File: config.mk
export PLATFORM = sky130hd
export DESIGN_NAME = l1i_refill_bridge_flat
export DESIGN_NICKNAME = d
export VERILOG_FILES = /design/src/rtl/l1i_refill_bridge_if.sv /design/src/rtl/l1i_refill_bridge.sv /design/src/flat_wrapper.sv
export SDC_FILE = /design/constraint.sdc
export NUM_CORES = 1
export LEC_CHECK = 0
export ABC_AREA = 1
export ABC_CLOCK_PERIOD_IN_PS = 2150
export CAP_MARGIN = 15
export CELL_PAD_IN_SITES_DETAIL_PLACEMENT = 0
export CELL_PAD_IN_SITES_GLOBAL_PLACEMENT = 1
export CORE_ASPECT_RATIO = 1.2
export CORE_UTILIZATION = 25
export DETAILED_ROUTE_END_ITERATION = 10
export PLACE_DENSITY = 0.87
export SYNTH_ARGS = -nofsm -noshare
export SYNTH_HDL_FRONTEND = slang
export SYNTH_SLANG_ARGS = --single-unit
File: constraint.sdc
create_clock -name clk -period 2.15 [get_ports clk]
set_clock_uncertainty 0.15 [all_clocks]
set_input_delay 0.3225 -clock clk [delete_from_list [all_inputs] [get_ports clk]]
set_output_delay 0.3225 -clock clk [all_outputs]
set_load 0.02 [all_outputs]
File: src/rtl/l1i_refill_bridge_if.sv
// Port bundles for l1i_refill_bridge: the cache-side line-fill port and the
// AXI read address/data channels toward the M0 port.
interface l1i_fill_if;
  logic        fill_req;
  logic [31:0] fill_addr;
  logic [31:0] fill_data;
  logic        fill_valid;
  logic        fill_wait;
  logic        fill_done;
  logic        fill_err;

  modport master (
    output fill_req, fill_addr,
    input  fill_data, fill_valid, fill_wait, fill_done, fill_err
  );
  modport slave (
    input  fill_req, fill_addr,
    output fill_data, fill_valid, fill_wait, fill_done, fill_err
  );
endinterface

interface l1i_axi_rd_if;
  logic [3:0]  ARID_M;
  logic [31:0] ARADDR_M;
  logic [3:0]  ARLEN_M;
  logic [2:0]  ARSIZE_M;
  logic [1:0]  ARBURST_M;
  logic        ARVALID_M;
  logic        ARREADY_M;
  logic [3:0]  RID_M;
  logic [31:0] RDATA_M;
  logic [1:0]  RRESP_M;
  logic        RLAST_M;
  logic        RVALID_M;
  logic        RREADY_M;

  modport master (
    output ARID_M, ARADDR_M, ARLEN_M, ARSIZE_M, ARBURST_M, ARVALID_M, RREADY_M,
    input  ARREADY_M, RID_M, RDATA_M, RRESP_M, RLAST_M, RVALID_M
  );
  modport slave (
    input  ARID_M, ARADDR_M, ARLEN_M, ARSIZE_M, ARBURST_M, ARVALID_M, RREADY_M,
    output ARREADY_M, RID_M, RDATA_M, RRESP_M, RLAST_M, RVALID_M
  );
endinterface

File: src/rtl/l1i_refill_bridge.sv
// L1I line-fill responder: one 4-beat INCR AXI read per miss, each beat returned
// as a one-cycle fill_valid pulse. Define L1I_REFILL_PERF_EN to build the perf counters.
module l1i_refill_bridge (
  input  logic         clk,
  input  logic         rst,
  l1i_fill_if.slave    fill,
  l1i_axi_rd_if.master axi,
  output logic [31:0]  refill_cnt,
  output logic [31:0]  stall_cnt
);

  localparam logic [3:0] ARID_VAL = 4'd0;
  localparam int         BEATS    = 4;

  typedef enum logic [1:0] {IDLE, ADDR, DATA} state_e;

  state_e      state_q;
  logic        armed_q;
  logic        err_q;
  logic        arvalid_q;
  logic        rready_q;
  logic [1:0]  beat_q;
  logic [31:0] araddr_q;
  logic [31:0] fill_data_q;
  logic        fill_valid_q;
  logic        fill_done_q;
  logic        fill_err_q;

  logic accept_d;
  logic ar_hs_d;
  logic r_hs_d;
  logic last_beat_d;
  logic beat_err_d;

  always_comb begin
    accept_d    = (state_q == IDLE) && fill.fill_req && armed_q;
    ar_hs_d     = arvalid_q && axi.ARREADY_M;
    r_hs_d      = rready_q && axi.RVALID_M;
    last_beat_d = (beat_q == 2'(BEATS - 1));
    // RLAST only feeds error detection; the burst always ends on the beat count.
    beat_err_d  = (axi.RRESP_M != 2'b00) || (axi.RLAST_M != last_beat_d);
  end

  always_ff @(posedge clk) begin
    if (rst) begin
      state_q      <= IDLE;
      armed_q      <= 1'b1;
      err_q        <= 1'b0;
      arvalid_q    <= 1'b0;
      rready_q     <= 1'b0;
      beat_q       <= 2'd0;
      araddr_q     <= 32'd0;
      fill_data_q  <= 32'd0;
      fill_valid_q <= 1'b0;
      fill_done_q  <= 1'b0;
      fill_err_q   <= 1'b0;
    end else begin
      fill_valid_q <= 1'b0;
      fill_done_q  <= 1'b0;
      fill_err_q   <= 1'b0;
      // A held request must drop for a cycle before it can start another burst.
      if (!fill.fill_req) armed_q <= 1'b1;
      case (state_q)
        IDLE: begin
          if (accept_d) begin
            state_q   <= ADDR;
            araddr_q  <= {fill.fill_addr[31:4], 4'b0000};
            arvalid_q <= 1'b1;
            armed_q   <= 1'b0;
            err_q     <= 1'b0;
          end
        end
        ADDR: begin
          if (ar_hs_d) begin
            state_q   <= DATA;
            arvalid_q <= 1'b0;
            rready_q  <= 1'b1;
            beat_q    <= 2'd0;
          end
        end
        DATA: begin
          if (r_hs_d) begin
            fill_data_q  <= axi.RDATA_M;
            fill_valid_q <= 1'b1;
            beat_q       <= beat_q + 2'd1;
            err_q        <= err_q | beat_err_d;
            if (last_beat_d) begin
              state_q     <= IDLE;
              rready_q    <= 1'b0;
              fill_done_q <= 1'b1;
              fill_err_q  <= err_q | beat_err_d;
            end
          end
        end
        default: state_q <= IDLE;
      endcase
    end
  end

  assign fill.fill_data  = fill_data_q;
  assign fill.fill_valid = fill_valid_q;
  assign fill.fill_done  = fill_done_q;
  assign fill.fill_err   = fill_err_q;
  assign fill.fill_wait  = (state_q != IDLE);

  assign axi.ARID_M    = ARID_VAL;
  assign axi.ARADDR_M  = araddr_q;
  assign axi.ARLEN_M   = 4'(BEATS - 1);
  assign axi.ARSIZE_M  = 3'b010;
  assign axi.ARBURST_M = 2'b01;
  assign axi.ARVALID_M = arvalid_q;
  assign axi.RREADY_M  = rready_q;

  // Read ID and the line-offset address bits carry no information for this block.
  logic unused_inputs;
  assign unused_inputs = ^{axi.RID_M, fill.fill_addr[3:0]};

`ifdef L1I_REFILL_PERF_EN
  logic [31:0] refill_cnt_q;
  logic [31:0] stall_cnt_q;

  always_ff @(posedge clk) begin
    if (rst) begin
      refill_cnt_q <= 32'd0;
      stall_cnt_q  <= 32'd0;
    end else begin
      if (fill_done_q)       refill_cnt_q <= refill_cnt_q + 32'd1;
      if (state_q != IDLE)   stall_cnt_q  <= stall_cnt_q + 32'd1;
    end
  end

  assign refill_cnt = refill_cnt_q;
  assign stall_cnt  = stall_cnt_q;
`else
  assign refill_cnt = 32'd0;
  assign stall_cnt  = 32'd0;
`endif

endmodule

File: src/flat_wrapper.sv
// flat-port wrapper written by rule: the top's interface ports become plain ports
module l1i_refill_bridge_flat 
  (clk, rst, refill_cnt, stall_cnt, fill_fill_req, fill_fill_addr, fill_fill_data, fill_fill_valid, fill_fill_wait, fill_fill_done, fill_fill_err, axi_ARID_M, axi_ARADDR_M, axi_ARLEN_M, axi_ARSIZE_M, axi_ARBURST_M, axi_ARVALID_M, axi_RREADY_M, axi_ARREADY_M, axi_RID_M, axi_RDATA_M, axi_RRESP_M, axi_RLAST_M, axi_RVALID_M);
  l1i_fill_if fill_i ();
  l1i_axi_rd_if axi_i ();
  input  logic clk;
  input  logic rst;
  output logic [31:0] refill_cnt;
  output logic [31:0] stall_cnt;
  input wire logic [$bits(fill_i.fill_req)-1:0] fill_fill_req;
  input wire logic [$bits(fill_i.fill_addr)-1:0] fill_fill_addr;
  output wire logic [$bits(fill_i.fill_data)-1:0] fill_fill_data;
  output wire logic [$bits(fill_i.fill_valid)-1:0] fill_fill_valid;
  output wire logic [$bits(fill_i.fill_wait)-1:0] fill_fill_wait;
  output wire logic [$bits(fill_i.fill_done)-1:0] fill_fill_done;
  output wire logic [$bits(fill_i.fill_err)-1:0] fill_fill_err;
  output wire logic [$bits(axi_i.ARID_M)-1:0] axi_ARID_M;
  output wire logic [$bits(axi_i.ARADDR_M)-1:0] axi_ARADDR_M;
  output wire logic [$bits(axi_i.ARLEN_M)-1:0] axi_ARLEN_M;
  output wire logic [$bits(axi_i.ARSIZE_M)-1:0] axi_ARSIZE_M;
  output wire logic [$bits(axi_i.ARBURST_M)-1:0] axi_ARBURST_M;
  output wire logic [$bits(axi_i.ARVALID_M)-1:0] axi_ARVALID_M;
  output wire logic [$bits(axi_i.RREADY_M)-1:0] axi_RREADY_M;
  input wire logic [$bits(axi_i.ARREADY_M)-1:0] axi_ARREADY_M;
  input wire logic [$bits(axi_i.RID_M)-1:0] axi_RID_M;
  input wire logic [$bits(axi_i.RDATA_M)-1:0] axi_RDATA_M;
  input wire logic [$bits(axi_i.RRESP_M)-1:0] axi_RRESP_M;
  input wire logic [$bits(axi_i.RLAST_M)-1:0] axi_RLAST_M;
  input wire logic [$bits(axi_i.RVALID_M)-1:0] axi_RVALID_M;
  assign fill_i.fill_req = fill_fill_req;
  assign fill_i.fill_addr = fill_fill_addr;
  assign fill_fill_data = fill_i.fill_data;
  assign fill_fill_valid = fill_i.fill_valid;
  assign fill_fill_wait = fill_i.fill_wait;
  assign fill_fill_done = fill_i.fill_done;
  assign fill_fill_err = fill_i.fill_err;
  assign axi_ARID_M = axi_i.ARID_M;
  assign axi_ARADDR_M = axi_i.ARADDR_M;
  assign axi_ARLEN_M = axi_i.ARLEN_M;
  assign axi_ARSIZE_M = axi_i.ARSIZE_M;
  assign axi_ARBURST_M = axi_i.ARBURST_M;
  assign axi_ARVALID_M = axi_i.ARVALID_M;
  assign axi_RREADY_M = axi_i.RREADY_M;
  assign axi_i.ARREADY_M = axi_ARREADY_M;
  assign axi_i.RID_M = axi_RID_M;
  assign axi_i.RDATA_M = axi_RDATA_M;
  assign axi_i.RRESP_M = axi_RRESP_M;
  assign axi_i.RLAST_M = axi_RLAST_M;
  assign axi_i.RVALID_M = axi_RVALID_M;
  l1i_refill_bridge u_core (.clk(clk), .rst(rst), .fill(fill_i), .axi(axi_i), .refill_cnt(refill_cnt), .stall_cnt(stall_cnt));
endmodule
Word-level counts from Yosys, hierarchy flattened
Index checks and enable logic that the tools add are counted. W data, S select, Z words.

Output and inout bits: 147. Word-level logic and storage cells: 68. Bits in registers: 71. Input port bits: 76.

Equality and inequality tests: 8. Muxes and demuxes: 23. Bitwise logic cells: 4. Add/subtract/negate cells: 1. Reductions and logical operators: 21.

Operators with widths (number): $mux W1 (12); $mux W2 (6); $reduce_bool A2 Y1 (5); $reduce_and A3 Y1 (3); $ne A2 B1 Y1 const B (4); $reduce_and A4 Y1 (2); $pmux W1 S2 (3); $pmux W2 S3 (1); $eq A2 B2 Y1 const B (2); $logic_and A1 B1 Y1 (4); $pmux W2 S2 (1); $reduce_and A2 Y1 (2); $reduce_or A4 Y1 (1); $not A1 Y1 (3); $reduce_or A3 Y1 (1); $add A2 B1 Y2 const B (1); $eq A2 B1 Y1 const B (1); $logic_not A2 Y1 (1); $reduce_or A2 Y1 (1); $logic_or A1 B1 Y1 (1); $ne A1 B1 Y1 (1); $or A1 B1 Y1 (1).

Longest topological paths before layout
Gate-level depths: netlist of the first run.

Depth in word-level cells: 6. Depth in mapped cells: 7. Gate-level depth less buffers: 7.

Least setup slack after synthesis of the first run
OpenSTA, ideal clock, no wires.

Path kind: reg2reg. From: register u_core.rready_q, in the netlist u_core.axi.RREADY_M. To: register u_core.fill_data_q[0], in the netlist u_core.fill.fill_data[0]. Cell stages (with the launch flop): 7. Required time: 1.887 ns. Clock period less this slack: 1.333 ns. Path slack: 0.817 ns. Data arrival time: 1.070 ns. Library setup time: 0.113 ns. Cell sequence: dfxtp_1 > nand2_2 > inv_1 > nand2_4 > buf_6 > nor2_2 > nor2_1.

Cells in the longest elaborated chain, start to end: 2.

Ends and longest elaborated chain: from (decl) (RTL line l1i_refill_bridge.sv:21) `logic rready_q;`; from (signal assigned) (RTL line l1i_refill_bridge.sv:50) `rready_q <= 1'b0;`; from (signal assigned) (RTL line l1i_refill_bridge.sv:77) `rready_q <= 1'b1;`; from (signal assigned) (RTL line l1i_refill_bridge.sv:89) `rready_q <= 1'b0;`; $logic_and A1 B1 Y1 (RTL line l1i_refill_bridge.sv:38) `r_hs_d = rready_q && axi.RVALID_M;`; $reduce_and A2 Y1 (no line); to (signal assigned) (RTL line l1i_refill_bridge.sv:83) `fill_data_q <= axi.RDATA_M;`; to (decl) (RTL line l1i_refill_bridge.sv:24) `logic [31:0] fill_data_q;`.

Every way passes these cells. A chain may end at the register's enable or synchronous reset.

Worst setup path after layout of the first run
From: register u_core.state_q[0]. To: output fill_fill_wait.

Cells in the longest elaborated chain, start to end: 1.

Ends and longest elaborated chain: from (decl) (RTL line l1i_refill_bridge.sv:17) `state_e state_q;`; from (signal assigned) (RTL line l1i_refill_bridge.sv:46) `state_q <= IDLE;`; from (signal assigned) (RTL line l1i_refill_bridge.sv:66) `state_q <= ADDR;`; from (signal assigned) (RTL line l1i_refill_bridge.sv:75) `state_q <= DATA;`; $reduce_bool A2 Y1 (RTL line l1i_refill_bridge.sv:104) `assign fill.fill_wait = (state_q != IDLE);`; to (decl) (RTL line flat_wrapper.sv:14) `output wire logic [$bits(fill_i.fill_wait)-1:0] fill_fill_wait;`.

Every way passes these cells.

==> summary.md, run 1 <==
| Metric | Value |
|---|---|
| Comb pwr share | between 15 and 20% |
| Worst setup path class | reg2out |
| #FFs+latches synth | just over 70 |
| Synth unique cells | 24 |
| # H-tree levels | 3 |
| Clk sinks | between 70 and 80 |
| R2R depth | 5 |
| Clock share of power | between 40% and 50% |
| Leakage dissipation | approximately 2.0 nW |
| Final Setup Violations | 0 |
| Int Power | about 0.0025 W |
| Final TNS setup | 0 ns |
| Switching pwr | approximately 0.00094 W |
| Status | finished clean |
| FF-to-FF setup slack | a little under 0.6 ns |
| FMAX | about 510 MHz |
| Vias | around 2700 |
| Main synth FF type | dfxtp_1 |
| Largest net degree at the start of global routing | 36 |
| Hold path endpoint | u_core.armed_q |
| Most common cell after layout, fill and taps aside | clkdlybuf4s50_1 |
| P&R area growth vs syn | 43.9% |
| Sw frac | between 20% and 30% |
| Ys async rst share | 0% |
| Worst r2r src | u_core.axi.RREADY_M |
| Most utilized layer in the global route result | met2 |
| CP max FO | 3 |
| Final Hold Fails | 0 |
| M3 GR Usage | 3.88% |
| HP Start | u_core.armed_q |
| RR Endpoint | u_core.beat_q[0] |
| CTS clk-pin slew, worst paths | ~0.06 ns |
| Req. time, crit path | between 1.5 and 2 ns |
| Register area share after synthesis | 43.3% |
| # diodes | 0 |
| First-pass GRT wire length | 11800 um |
| Grt met1 use | a little under an eighth |
| HPWL Detailed | 5450 um |
| Met2 Usage GRT | between 10% and 20% |
| PwrDens | 722 nW/um^2 |
| Starting Density | between 20 and 30% |
| Die ar. | about 14000 um^2 |
| DR pass1 iterations | 4 |
| # Post-CTS Setup Buffers | 0 |
| Initial antenna violation count | 0 |
| Layout Nets | just over 600 |
| I/O pins | between 200 and 250 |
| Clock Tree Buf Depth | 2 |
| Skew-Pair Late Insertion Delay | around 0.33 ns |
| Die Height | approximately 130 um |
| Die Width | 107 um |
| Synth warnings | 0 |
| Worst rel slew slack | 60.9% |
| DR iter-0 viols | 86 |
| Max-cap violations | 0 |
| CTS tree | done |
| Cells after synthesis | 405 |
| WL per Instance | about 10 um |
| Vias/cell | between 3 and 4 |
| Post-route ant nets | 0 |
| Port buffer count | between 100 and 150 |
| Signal arrival time at the worst endpoint | 1.49 ns |
| Worst setup SP type | flop |
| RSZ-0062 raised after global routing | false |
| Critical Path End Type | output pin |
| Post-route minimum period | about 2.0 ns |
| CTS buffer count | 9 |
| CTS Hold Bufs | 0 |
| Share of layout cells above drive strength 1 | a little under an eighth |
| Post-CTS Resized | 0 |
| Period utilisation layout | between 90% and 100% |
| HP Class | reg2reg |
| Worst hold slack | a little over 0.3 ns |
| # rows | 45 |
| Flop pwr share | roughly two fifths |
| Mapped cell area | between 3000 and 4000 um^2 |
| Final wirelength | about 7400 um |
| Root Buffer | clkbuf_16 |
| All-Layer GR Usage | roughly 11% |
| Grt ovf | 0 |
| VDD IR max | around 0.30 mV |
| Most frequent cells in the layout | clkdlybuf4s50_1, nor2_1, conb_1 |
| Slew Limit Fails | 0 |
| Hold Crit Depth | 2 |
| Post-synth EDFFs | 0 |
| Core Area | between 10000 and 15000 um^2 |
| Vias in the first global route | 2539 |
| Final GP Congestion | 0.761 |
| Syn avg cell area | a little over 8 um^2 |
| # DRC | 0 |
| Worst Tran Pin Value | 0.586 ns |
## cell type report
cell class	count	area, um^2
fill	1314	8000
sequential	71	1420
inverter	11	43.8
timing repair buffer	138	1410
tap	164	205
clock inverter	5	32.5
multi-input combinational	303	1370
clock buffer	11	253
## Yosys cell counts, types with 2 or more instances
library cell / n / share of area [%]
inv_1: 8 / 0.91
dfxtp_1: 71 / 43
nor2_2: 32 / 6.1
o21ai_1: 58 / 8.8
nor2_1: 91 / 10
o21ai_0: 5 / 0.76
a21oi_1: 6 / 0.91
nand2_1: 16 / 1.8
nand2_4: 2 / 0.69
buf_2: 8 / 1.2
buf_6: 8 / 2.7
conb_1: 2 / 0.23
nand2_2: 3 / 0.57
buf_4: 82 / 19
nand3_1: 4 / 0.61
## flip-flops by register name (all words and copies together), names as in the netlist
name and count:
u_core.fill.fill_done 1, u_core.fill.fill_valid 1, u_core.axi.RREADY_M 1, u_core.beat_q 2, u_core.axi.ARADDR_M 28, u_core.fill.fill_data 32, u_core.err_q 1, u_core.axi.ARVALID_M 1
u_core.state_q 2, u_core.armed_q 1, u_core.fill.fill_err 1
## power by group through the flow
stage | Clock [W] | Sequential (W) | Combinational (W)
after global placement | 0 | 0.00144 | 0.000610
final | 0.00139 | 0.00141 | 0.000615
after detailed placement | 0 | 0.00144 | 0.000617
after floorplan | 0 | 0.00151 | 0.000390
after CTS | 0.00145 | 0.00141 | 0.000619
after global routing | 0.00152 | 0.00142 | 0.000667
## how the worst max path moves through the flow
| stage | startpoint | to |
|---|---|---|
| floorplan | u_core.axi.RREADY_M | u_core.fill.fill_data[0] |
| global placement | axi_RVALID_M | u_core.err_q |
| detailed placement | axi_RVALID_M | u_core.beat_q[0] |
| CTS | u_core.state_q[0] | fill_fill_wait |
| global route | u_core.state_q[0] | fill_fill_wait |
| finish | u_core.state_q[0] | fill_fill_wait |
## critical path, cell delays in order, from the launching register on
cell             delay (ns)
dfxtp_1                0.41
nor2_2                 0.08
inv_1                  0.08
clkdlybuf4s50_1        0.60
## cell families after synthesis
kind of cell	share of synthesized area [%]
adder cells (fa/ha/maj)	0.381
other	0.229
flip-flops	43.3
AND/OR/NAND/NOR	21.5
AO/OA/AOI/OAI	10.5
buffers and inverters	24.1
## metal layers
metal / share of wire, % / vias up
li1: - / 1372
met1: 40 / 1196
met2: 49 / 135
met3: 8.9 / 9
met4: 1.6 / 0
met5: 0 / -
## per-stage QoR
stage	power [W]	area, um^2	utilization (%)	instances	setup slack [ns]
after CTS	0.00349	4730	37.2	703	0.155
after global routing	0.00361	4730	37.2	703	0.119
after detailed placement	0.00206	4440	34.9	687	0.0960
after floorplan	0.00190	3580	-	484	0.817
after global placement	0.00205	4440	34.9	687	0.158
final	0.00342	4730	37.2	703	0.186
Power figures use the tool's default switching activity.
==> run 2: changes to the inputs <==
- DONT_BUFFER_PORTS: default -> 1
- PLACE_DENSITY: 0.87 -> 0.55
==> summary.md, run 2 (same netlist as run 1, synthesis figures left out) <==
| Metric | Value |
|---|---|
| # H-tree levels | 3 (unchanged) |
| # rows | 45 (unchanged) |
| Leakage dissipation | 1.79 nW (was 2.03 nW) |
| Largest net degree at the start of global routing | 36 (unchanged) |
| Critical Path End Type | flop (was output pin) |
| Area of the multi-input gates | 1370 um^2 (unchanged) |
| Max-cap violations | 0 (unchanged) |
| Clock share of power | 47.3% (was 40.7%) |
| CP cell instances | nor2_2 -> nand2_4 -> inv_4 -> nor2_1 -> nor2_1 (was nor2_2 -> inv_1 -> clkdlybuf4s50_1) |
| DR pass1 iterations | 4 (unchanged) |
| All-Layer GR Usage | 10.9% (was 11.2%) |
| CTS tree | done (unchanged) |
| CTS buffer count | 9 (unchanged) |
| Final wirelength | 7490 um (was 7380 um) |
| # diodes | 0 (unchanged) |
| Die Height | 128 um (unchanged) |
| Initial antenna violation count | 0 (unchanged) |
| Clock Tree Buf Depth | 2 (unchanged) |
| CTS clk-pin slew, worst paths | 0.06 ns (about the same) |
| Slowest cell delay on critical path | 0.34 ns (was 0.60 ns) |
| Starting Density | 25.8% (unchanged) |
| Most used cell along the critical path | nor2_1 |
| CP max FO | 33 (was 3) |
| Worst rel slew slack | 60.3% (was 60.9%) |
| Fill cells | 1355 (was 1314) |
| Grt ovf | 0 (unchanged) |
| Flop pwr share | 41.7% (was 41.3%) |
| Port buffer count | 0 (was 133) |
| VDD IR max | 0.329 mV (was 0.296 mV) |
| First-pass GRT wire length | 11300 um (was 11800 um) |
| DR iter-0 viols | 122 (was 86) |
| Post-CTS Resized | 0 (unchanged) |
| Worst Tran Pin Value | 0.595 ns (was 0.586 ns) |
| Post-route minimum period | 1.53 ns (was 1.96 ns) |
| Signal arrival time at the worst endpoint | 1.64 ns (was 1.49 ns) |
| Status | finished clean (unchanged) |
| RSZ-0062 raised after global routing | false (unchanged) |
| Die Width | 107 um (unchanged) |
| Vias | 2464 (was 2712) |
| Req. time, crit path | 2.26 ns (was 1.68 ns) |
| # DRC | 0 (unchanged) |
| Largest register FFs | 32 (unchanged) |
| Switching pwr | 0.000944 W (was 0.000937 W) |
| Clk sinks | 71 (unchanged) |
| Core Area | 12700 um^2 (unchanged) |
| Slowest cell on the critical path | dfxtp_1 (was clkdlybuf4s50_1) |
| Final TNS setup | 0 ns (unchanged) |
| HP Class | in2reg (was reg2reg) |
| PwrDens | 892 nW/um^2 (was 722 nW/um^2) |
| Die ar. | 13600 um^2 (unchanged) |
| Final Setup Violations | 0 (unchanged) |
| Int Power | 0.00262 W (was 0.00248 W) |
| WL per Instance | 12.0 um (was 10.5 um) |
| FMAX | 654 MHz (was 509 MHz) |
| Vias in the first global route | 2351 (was 2539) |
| Vias/cell | 3.94 (was 3.86) |
| Most frequent cells in the layout | nor2_1, conb_1, dfxtp_1 (was clkdlybuf4s50_1, nor2_1, conb_1) |
| Layout Nets | 534 (was 611) |
| Skew-Pair Late Insertion Delay | 0.33 ns (about the same) |
| Slew Limit Fails | 0 (unchanged) |
| Worst setup SP type | flop (unchanged) |
| Worst setup path class | reg2reg (was reg2out) |
| I/O pins | 223 (unchanged) |
| Worst hold slack | 0.0133 ns (was 0.308 ns) |
| Share of layout cells above drive strength 1 | 13.2% (was 11.5%) |
| Comb pwr share | 11.0% (was 18.0%) |
| Most common cell after layout, fill and taps aside | nor2_1 (was clkdlybuf4s50_1) |
| Sw frac | 26.5% (was 27.4%) |
| Final GP Congestion | 0.648 (was 0.761) |
| FF+latch area | 1420 um^2 (unchanged) |
| Root Buffer | clkbuf_16 (unchanged) |
| HPWL Detailed | 4890 um (was 5450 um) |
| Post-route ant nets | 0 (unchanged) |
| Final Hold Fails | 0 (unchanged) |
| Period utilisation layout | 71.2% (was 91.4%) |
| P&R area growth vs syn | 21.6% (was 43.9%) |
-- run 2: repair_timing --
| action | 4_1_cts | 5_1_grt |
|---|---|---|
| buffers inserted | 0 | 0 |
| endpoints found under the setup margin | 0 | 0 |
| endpoints found under the hold margin | 59 | 1 |
| hold buffers | 56 | 1 |
-- run 2: area by class of cell --
cell class / count / area share [%]
repair buffers: 61 / 15.4
clock buffers: 12 / 6.67
multi-input cells: 303 / 34.2
clock inverters: 4 / 1.91
well taps: 164 / 5.14
inverters: 11 / 1.10
flip-flops and latches: 71 / 35.6
-- run 2: power groups by stage --
stage	Clock, W	Sequential (W)	Combinational, W
final	0.00168	0.00149	0.000392
after global routing	0.00181	0.00149	0.000432
after CTS	0.00174	0.00149	0.000390
after detailed placement	0	0.00152	0.000301
after global placement	0	0.00152	0.000297
after floorplan	0	0.00151	0.000390
-- run 2: per-stage QoR --
step	cells	total power, W	setup slack [ns]	area, um^2	util [%]
detailed placement	553	0.00182	0.587	3080	24.2
floorplan	484	0.00190	0.817	3580	-
CTS	625	0.00362	0.584	3980	31.3
global route	626	0.00373	0.450	3990	31.4
finish	626	0.00356	0.620	3990	31.4
global placement	553	0.00181	0.590	3080	24.2
-- run 2: path summary, 6_finish.rpt --
kind	depth (start not counted)	end	slack [ns]	from
min reg2reg	2	u_core.armed_q	0.31	u_core.armed_q
min	2	u_core.axi.ARADDR_M[10]	0.01	fill_fill_addr[10]
max	5	u_core.axi.ARADDR_M[24]	0.62	u_core.state_q[1]
max reg2reg	5	u_core.axi.ARADDR_M[24]	0.62	u_core.state_q[1]
-- run 2: worst max-delay path, delay by kind of cell (launching register included) --
family                 cells  cell delay (ns)
AND/OR/NAND/NOR            4             0.62
flip-flops                 1             0.34
buffers and inverters      1             0.33
-- run 2: layer usage --
| metal | track usage [%] | part of all wire [%] | up-vias |
|---|---|---|---|
| li1 | - | - | 1214 |
| met1 | 11.4 | 40 | 1108 |
| met2 | 19.2 | 49 | 131 |
| met3 | 3.78 | 8.9 | 11 |
| met4 | 5.24 | 1.6 | 0 |
| met5 | 0 | 0 | - |
==> run 3: changes to the inputs <==
- ABC_CLOCK_PERIOD_IN_PS: 2150 -> 1350
- PLACE_DENSITY: 0.55 -> 0.57
- clock period: 2.15 -> 1.35 ns (I/O delays scaled with it)
==> summary.md, run 3 (same netlist as run 1, synthesis figures left out) <==
| Metric | Value |
|---|---|
| Skew-Pair Late Insertion Delay | 0.33 ns (about the same) |
| Pre-CTS WS | 0.0218 ns (was 0.587 ns) |
| Period utilisation layout | 96.0% |
| RR Endpoint | u_core.axi.ARADDR_M[18] (was u_core.axi.ARADDR_M[24]) |
| Die ar. | 13600 um^2 (unchanged) |
| # DRC | 0 (unchanged) |
| Core Area | 12700 um^2 (unchanged) |
| Setup crit start | u_core.state_q[1] (unchanged) |
| CP max FO | 4 (was 33) |
| Slew Limit Fails | 0 (unchanged) |
| Worst r2r src | u_core.state_q[1] (unchanged) |
| CTS tree | done (unchanged) |
| Final TNS setup | 0 ns (unchanged) |
| Critical Path End Type | output pin (was flop) |
| Vias in the first global route | 2363 (was 2351) |
| Largest register FFs | 32 (unchanged) |
| Tot Pwr | 0.00526 W (was 0.00356 W) |
| Initial antenna violation count | 0 (unchanged) |
| DR iter-0 viols | 107 (was 122) |
| Largest net degree at the start of global routing | 29 (was 36) |
| HP Start | axi_RVALID_M (was fill_fill_addr[10]) |
| PwrDens | 1270 nW/um^2 (was 892 nW/um^2) |
| Clock Tree Buf Depth | 2 (unchanged) |
| FMAX | 771 MHz |
| WL per Instance | 11.6 um (was 12.0 um) |
| All-Layer GR Usage | 10.8% (was 10.9%) |
| RSZ-0062 raised after global routing | false (unchanged) |
| DR pass1 iterations | 2 (was 4) |
| VDD IR max | 0.513 mV (was 0.329 mV) |
| Most frequent cells in the layout | nor2_1, conb_1, dfxtp_1 (unchanged) |
| Die Height | 128 um (unchanged) |
| First-pass GRT wire length | 11300 um (about the same) |
| Starting Density | 25.8% (unchanged) |
| HP Class | in2reg (unchanged) |
| Root Buffer | clkbuf_16 (unchanged) |
| Most common cell after layout, fill and taps aside | nor2_1 (unchanged) |
| Final GP Congestion | 0.661 (was 0.648) |
| Post-route setup slack | 0.0534 ns (was 0.620 ns) |
| Leakage dissipation | 1.86 nW (was 1.79 nW) |
| Signal arrival time at the worst endpoint | 0.94 ns (was 1.64 ns) |
| R2R depth | 5 (unchanged) |
| Vias | 2531 (was 2464) |
| Critical path endpoint | fill_fill_wait (was u_core.axi.ARADDR_M[24]) |
| Worst setup SP type | flop (unchanged) |
| HPWL Detailed | 5000 um (was 4890 um) |
| Clk sinks | 71 (unchanged) |
| Post-route ant nets | 0 (unchanged) |
| # diodes | 0 (unchanged) |
| Grt ovf | 0 (unchanged) |
| I/O pins | 223 (unchanged) |
| Post-route minimum period | 1.30 ns |
| Share of layout cells above drive strength 1 | 16.2% (was 13.2%) |
| Port buffer count | 0 (unchanged) |
| Req. time, crit path | 1.00 ns (was 2.26 ns) |
| Max-cap violations | 0 (unchanged) |
| CTS clk-pin slew, worst paths | 0.06 ns (about the same) |
| Final Hold Fails | 0 (unchanged) |
| Vias/cell | 3.92 (was 3.94) |
| # H-tree levels | 3 (unchanged) |
| Final wirelength | 7480 um (was 7490 um) |
| CTS buffer count | 9 (unchanged) |
| # rows | 45 (unchanged) |
| Final Setup Violations | 0 (unchanged) |
| FF-to-FF setup slack | 0.08 ns (was 0.62 ns) |
| P&R area growth vs syn | 26.3% (was 21.6%) |
| Fill cells | 1351 (was 1355) |
| Worst setup path class | reg2out (was reg2reg) |
| Status | finished clean (unchanged) |
| Die Width | 107 um (unchanged) |
| Layout Nets | 553 (was 534) |
## run 3: cell types whose count changed in the layout (fill, tap and decap cells not counted), moves of 4 or more
cell | previous run | this run
dfxtp_1 | 71 | 67
buf_4 | 3 | 10
dlygate4sd3_1 | 57 | 66
dfxtp_2 | 0 | 4
## run 3: worst min-delay path by stage
stage	endpoint	slack, ns	depth (start not counted)
detailed placement	u_core.state_q[0]	0.12	1
floorplan	u_core.axi.ARVALID_M	0.12	1
CTS	u_core.err_q	0.04	5
global placement	u_core.axi.ARVALID_M	0.12	1
global route	u_core.fill.fill_done	0.04	4
finish	u_core.fill.fill_done	0.04	4
## run 3: what timing repair did
item	4_1_cts	5_1_grt
setup endpoints to repair	1	49
gates resized for setup	1	10
buffers inserted	0	0
hold endpoints to repair	70	0
hold buffers	66	0
## run 3: worst max-delay path, cell delays in order, from the launching register on
cell,delay [ns]
dfxtp_2,0.34
nor2_2,0.18
inv_2,0.10
## run 3: report_power, final
group          internal (W)  switching (W)
Sequential          0.00220       0.000166
Combinational      0.000244       0.000438
Clock               0.00134       0.000882
Total               0.00378        0.00149
## run 3: routing by layer
| metal | vias to the layer above | part of all wire, % | track usage (%) |
|---|---|---|---|
| met1 | 1133 | 39 | 11.1 |
| met4 | 0 | 2.0 | 5.32 |
| met3 | 13 | 8.5 | 3.93 |
| met2 | 135 | 50 | 19.1 |
| li1 | 1250 | - | - |
| met5 | - | 0 | 0 |
## run 3: layout make-up
cell class              count  area, um^2  share of cell area (%)
flip-flops and latches     71        1430                    34.4
multi-input cells         303        1380                    33.1
repair buffers             80         811                    19.5
clock buffers              11         253                    6.09
well taps                 164         205                    4.95
inverters                  11        46.3                    1.12
clock inverters             5        32.5                   0.784
## run 3: per-stage QoR
stage,cells,util (%),cell area [um^2],hold WS [ns]
4_1_cts,645,32.4,4130,0.0424
3_3_place_gp,563,25.0,3180,0.124
2_1_floorplan,484,-,3580,0.122
6_report,645,32.6,4150,0.0352
5_1_grt,645,32.6,4150,0.0371
3_5_place_dp,563,25.0,3180,0.125
